$ cat src/rtl/puzzle_case_loader.sv
// Collects 3x3 sliding-puzzle cases from a tile stream, validates them and
// writes accepted cases into the solver's image region in shared memory.
module puzzle_case_loader #(
  parameter int IMAGE_OFFSET = 16384,
  parameter int MAX_CASES    = 16
) (
  input  logic        clk,
  input  logic        reset,
  input  logic        in_valid,
  input  logic [3:0]  in_tile,
  output logic        in_ready,
  output logic        mem_valid,
  output logic        mem_write,
  output logic [31:0] mem_addr,
  output logic [31:0] mem_wdata,
  input  logic        mem_ready,
  output logic [5:0]  case_count,
  output logic        case_done,
  output logic        case_reject,
  output logic [1:0]  err_code,
  output logic        full
);

  typedef enum logic [1:0] {COLLECT, CHECK, WRITE, FULL} state_t;

  localparam logic [5:0] MAX_CNT = 6'(MAX_CASES);

  state_t      state_reg, state_next;
  logic [3:0]  idx_reg;
  logic [8:0]  seen_reg;
  logic        parity_reg;
  logic        range_err_reg;
  logic        dup_err_reg;
  logic [3:0]  k_reg;
  logic [5:0]  case_count_reg;
  logic        case_done_reg;
  logic        case_reject_reg;
  logic [1:0]  err_code_reg;
  logic [3:0]  tile_buf [9];

  logic        accept;
  logic [15:0] seen_ext;
  logic [15:0] upper_par;
  logic [1:0]  check_code;
  logic [9:0]  slot_base;
  logic [31:0] word_addr;

  assign accept   = in_valid && (state_reg == COLLECT);
  assign seen_ext = {7'b0, seen_reg};

  // upper_par[t] = parity of the already-seen tiles greater than t, i.e. the
  // number of inversions that tile t adds when it arrives now.
  genvar gi;
  generate
    for (gi = 0; gi < 16; gi++) begin : g_par
      if (gi < 8) begin : g_low
        assign upper_par[gi] = ^seen_reg[8:gi+1];
      end else begin : g_high
        assign upper_par[gi] = 1'b0;
      end
    end
  endgenerate

  always_comb begin
    check_code = 2'd0;
    if (range_err_reg)    check_code = 2'd1;
    else if (dup_err_reg) check_code = 2'd2;
    else if (parity_reg)  check_code = 2'd3;
  end

  always_comb begin
    state_next = state_reg;
    case (state_reg)
      COLLECT: if (accept && idx_reg == 4'd8) state_next = CHECK;
      CHECK:   state_next = (check_code != 2'd0) ? COLLECT : WRITE;
      WRITE: begin
        if (mem_ready && k_reg == 4'd8)
          state_next = (case_count_reg + 6'd1 == MAX_CNT) ? FULL : COLLECT;
      end
      FULL:    state_next = FULL;
      default: state_next = COLLECT;
    endcase
  end

  always_ff @(posedge clk or posedge reset) begin
    if (reset) begin
      state_reg       <= COLLECT;
      idx_reg         <= 4'd0;
      seen_reg        <= 9'd0;
      parity_reg      <= 1'b0;
      range_err_reg   <= 1'b0;
      dup_err_reg     <= 1'b0;
      k_reg           <= 4'd0;
      case_count_reg  <= 6'd0;
      case_done_reg   <= 1'b0;
      case_reject_reg <= 1'b0;
      err_code_reg    <= 2'd0;
    end else begin
      state_reg       <= state_next;
      case_done_reg   <= 1'b0;
      case_reject_reg <= 1'b0;
      case (state_reg)
        COLLECT: begin
          if (accept) begin
            idx_reg <= (idx_reg == 4'd8) ? 4'd0 : idx_reg + 4'd1;
            if (in_tile > 4'd8) begin
              range_err_reg <= 1'b1;
            end else begin
              if (seen_ext[in_tile]) dup_err_reg <= 1'b1;
              seen_reg <= seen_reg | (9'(1) << in_tile);
              if (in_tile != 4'd0) parity_reg <= parity_reg ^ upper_par[in_tile];
            end
          end
        end
        CHECK: begin
          idx_reg       <= 4'd0;
          seen_reg      <= 9'd0;
          parity_reg    <= 1'b0;
          range_err_reg <= 1'b0;
          dup_err_reg   <= 1'b0;
          k_reg         <= 4'd0;
          err_code_reg  <= check_code;
          if (check_code != 2'd0) case_reject_reg <= 1'b1;
        end
        WRITE: begin
          if (mem_ready) begin
            if (k_reg == 4'd8) begin
              k_reg          <= 4'd0;
              case_count_reg <= case_count_reg + 6'd1;
              case_done_reg  <= 1'b1;
            end else begin
              k_reg <= k_reg + 4'd1;
            end
          end
        end
        default: ;
      endcase
    end
  end

  // Tile buffer holds its contents through WRITE; no reset needed.
  always_ff @(posedge clk) begin
    if (accept) tile_buf[idx_reg] <= in_tile;
  end

  assign slot_base = {4'b0, case_count_reg} * 10'd9;
  assign word_addr = 32'(IMAGE_OFFSET) + {22'b0, slot_base} + {28'b0, k_reg};

  assign in_ready    = (state_reg == COLLECT);
  assign mem_valid   = (state_reg == WRITE);
  assign mem_write   = mem_valid;
  assign mem_addr    = mem_valid ? {word_addr[29:0], 2'b00} : 32'd0;
  assign mem_wdata   = mem_valid ? {28'b0, tile_buf[k_reg]} : 32'd0;
  assign case_count  = case_count_reg;
  assign case_done   = case_done_reg;
  assign case_reject = case_reject_reg;
  assign err_code    = err_code_reg;
  assign full        = (case_count_reg == MAX_CNT);

endmodule
$ cat config.mk
export PLATFORM = sky130hd
export DESIGN_NAME = puzzle_case_loader
export DESIGN_NICKNAME = d
export VERILOG_FILES = /design/src/rtl/puzzle_case_loader.sv
export SDC_FILE = /design/constraint.sdc
export NUM_CORES = 1
export LEC_CHECK = 0
export ABC_AREA = 1
export BUFFER_PORTS_ARGS = -buffer_cell sky130_fd_sc_hd__buf_2
export CORE_UTILIZATION = 25
export DETAILED_ROUTE_END_ITERATION = 16
export PLACE_DENSITY = 0.39
export SETUP_SLACK_MARGIN = 0.1
export SLEW_MARGIN = 20
export SYNTH_ARGS = -nofsm -noshare
export SYNTH_HDL_FRONTEND = slang
export SYNTH_SLANG_ARGS = --single-unit
$ cat constraint.sdc
create_clock -name clk -period 3.15 [get_ports clk]
set_clock_uncertainty 0.05 [all_clocks]
set_input_delay 0.315 -clock clk [delete_from_list [all_inputs] [get_ports clk]]
set_output_delay 0.315 -clock clk [all_outputs]
set_load 0.05 [all_outputs]
==> impl_metrics.ini <==
[global_route]
grt_pass1_vias = 3294
overflow = 0
antenna_found_initial = 0
grt_util_all_layers_pct = 12.4
grt_pass1_wl_mm = 17.1
grt_max_degree = 33

[setup_path]
r2r_end = state_reg[0]
path_class = reg -> out
critPathArrivalTime_ns = 2.62
r2r_cells = 8
required_ns = 2.78
worstPathMaxFanout = 3
cp-start-kind = register
worstReg2RegStart = k_reg[0]
critPathCaptureType = output pin
r2r_setup_slack_ns = 0.93

[floorplan]
rows = 47
die_x_um = 134
core-area_um2 = 16800
initial_core_util_pct = 25.9
die_area_um2 = 17900
die_y_um = 134
ios = 86

[timing]
timing.hold.ws_ns = 0.0225
hold_viol = 0
finalCriticalPeriod_ns = 2.99
tns_ns = 0
post-route-period-util_pct = 94.9
grt_setup_unrepaired = true
worst_slew_pin_slew_ns = 0.827
slew_headroom_pct = 44.4
final-max-slew-violation-count = 0
fmax_mhz = 335
setup_viol = 0

[clock_network]
cts_tree = yes
clkTransAtPathRegs_ns = 0.06
clk_latency_ns = 0.34
cts_buffer_depth = 2
numCtsBuffers = 9
cts.htree.levels = 3
root_buffer = clkbuf_16
clock-sinks = 68
holdBufCountCts = 0

[finish]
drive_gt1_share_pct = 22.2
final_cell_count_no_fill = 783
final_common_cell = nand2_1
insertedDiodeCount = 0
largest_reg_flops = 36
final_cell_mix = nand2_1, conb_1, inv_1
fin_nets = 592
area_delta_synth_final_pct = 18.4

[min_path]
hold_class = in -> async

[synth]
yosysSeqAreaShare_pct = 43.3
ys_seq_elements = 68
avgSynthCellArea_um2 = 8.54
synth_cell_type_count = 43
synth_top_flop_cell = edfxtp_1
synth_cells = 509
synth_top_family_by_area = simple AND/OR/NAND/NOR gates
synth_adder_area_share_pct = 7.66
synth_compound_area_share_pct = 10.7
synth-edff-count = 36
ys_warn_count = 0
synthesis.area_um2 = 4350
async_reset_ff_share_pct = 47.1
synth_xor_area_share_pct = 2.22
synth-simple-area-share_pct = 21.1
synthMuxAreaShare_pct = 0

[placement]
place_congestion = 0.815
detailed_place_hpwl_mm = 7.81
numPortBuffers = 36
placed_cells = 762

[routing]
routed_wl_mm = 10.5
firstDrtPassIters = 4
route.detailed.drc = 0
met3_length_um = 486
drtAntennaViolNets = 0
routedWlPerCell_um = 13.4
top_layer = met4
drt-met1-wl_mm = 4.94
met2WireLength_mm = 4.93
drt_iter0_drc = 178
drt-vias-per-instance = 4.29
num_vias = 3359

[power_and_ir_drop]
p_leak_nw = 2.32
vdd_drop_max_mv = 0.614
powerDensity_nw_per_um2 = 1080

[flow_run]
drv_cap = 0

[outcome]
status = finished, final reports clean
## routing by layer
layer,GRT usage (%),up-vias
li1,-,1690
met2,20.1,91
met1,16.0,1569
met3,2.76,9
met5,0,-
met4,4.36,0
## cell usage after synthesis, types with 4 or more instances
library cell	instances	area share (%)
inv_2	15	1.3
ha_1	25	7.2
o211ai_1	4	0.69
buf_4	51	8.8
nand3_1	24	2.8
nor2_2	6	0.86
o22ai_1	8	1.2
nor3_1	13	1.5
buf_2	6	0.69
xor2_1	6	1.2
xnor2_1	5	1.0
nor2_1	24	2.1
a21oi_1	26	3.0
edfxtp_1	36	25
dfrtp_1	32	18
o21ai_0	27	3.1
nand2_1	120	10
inv_1	43	3.7
nand2_2	4	0.58
## worst max-delay path: stages, from the launching register on
cell and delay, ns:
dfrtp_2 0.44, ha_4 0.28, ha_4 0.12, inv_2 0.04, fa_2 0.38, nor2_2 0.08
o21ai_1 0.07, nand2_1 0.12, a21oi_2 0.07, o21bai_1 0.17, and2_4 0.18, o21ai_2 0.06
nor2_2 0.11, buf_6 0.17
## what timing repair did
item | 4_1_cts | 5_1_grt
hold endpoints to repair | 0 | 0
setup buffers | 3 | 2
endpoints found under the setup margin | 4 | 4
gates resized for setup | 9 | 21
pin swaps | 0 | 11
## how the worst max path moves through the flow
stage / from / endpoint
CTS: case_count[1] / mem_addr[11]
floorplan: case_count[3] / mem_addr[11]
finish: case_count[1] / mem_addr[11]
detailed placement: case_count[0] / mem_addr[11]
global placement: case_count[0] / mem_addr[11]
global route: case_count[2] / mem_addr[11]
## cells by family (layout without fill, tap and decap cells)
| family | count (synthesis) | in the layout |
|---|---|---|
| and+or+nand+nor | 203 | 203 |
| buffers and inverters | 119 | 125 |
| AOI/OAI and AO/OA | 81 | 81 |
| DFF | 68 | 68 |
| adders and majority gates | 26 | 26 |
| xor gates and xnor gates | 11 | 11 |
| other | 1 | 49 |
## where the power goes
group	internal (mW)	switching [mW]
logic	0.977	2.19
registers	1.14	0.186
clock network	0.693	0.396
total	2.81	2.77
## area by class of cell
cell class              count  area (um^2)
flip-flops and latches     68         1890
clock inverters             6         88.8
clock buffers              10          229
well taps                 220          275
multi-input cells         370         2150
fillers                  1752        11600
inverters                  60          226
repair buffers             49          295
## per-stage QoR
stage	setup WS, ns	utilization [%]	instance area [um^2]	total power [mW]
4_1_cts	0.0693	29.8	5000	5.39
2_1_floorplan	0.0939	-	4540	3.60
3_3_place_gp	0.262	27.7	4640	4.23
6_report	0.161	30.7	5150	5.58
5_1_grt	0.0365	30.7	5150	6.00
3_5_place_dp	0.219	27.7	4640	4.22
(Power assumes the default switching activity.)
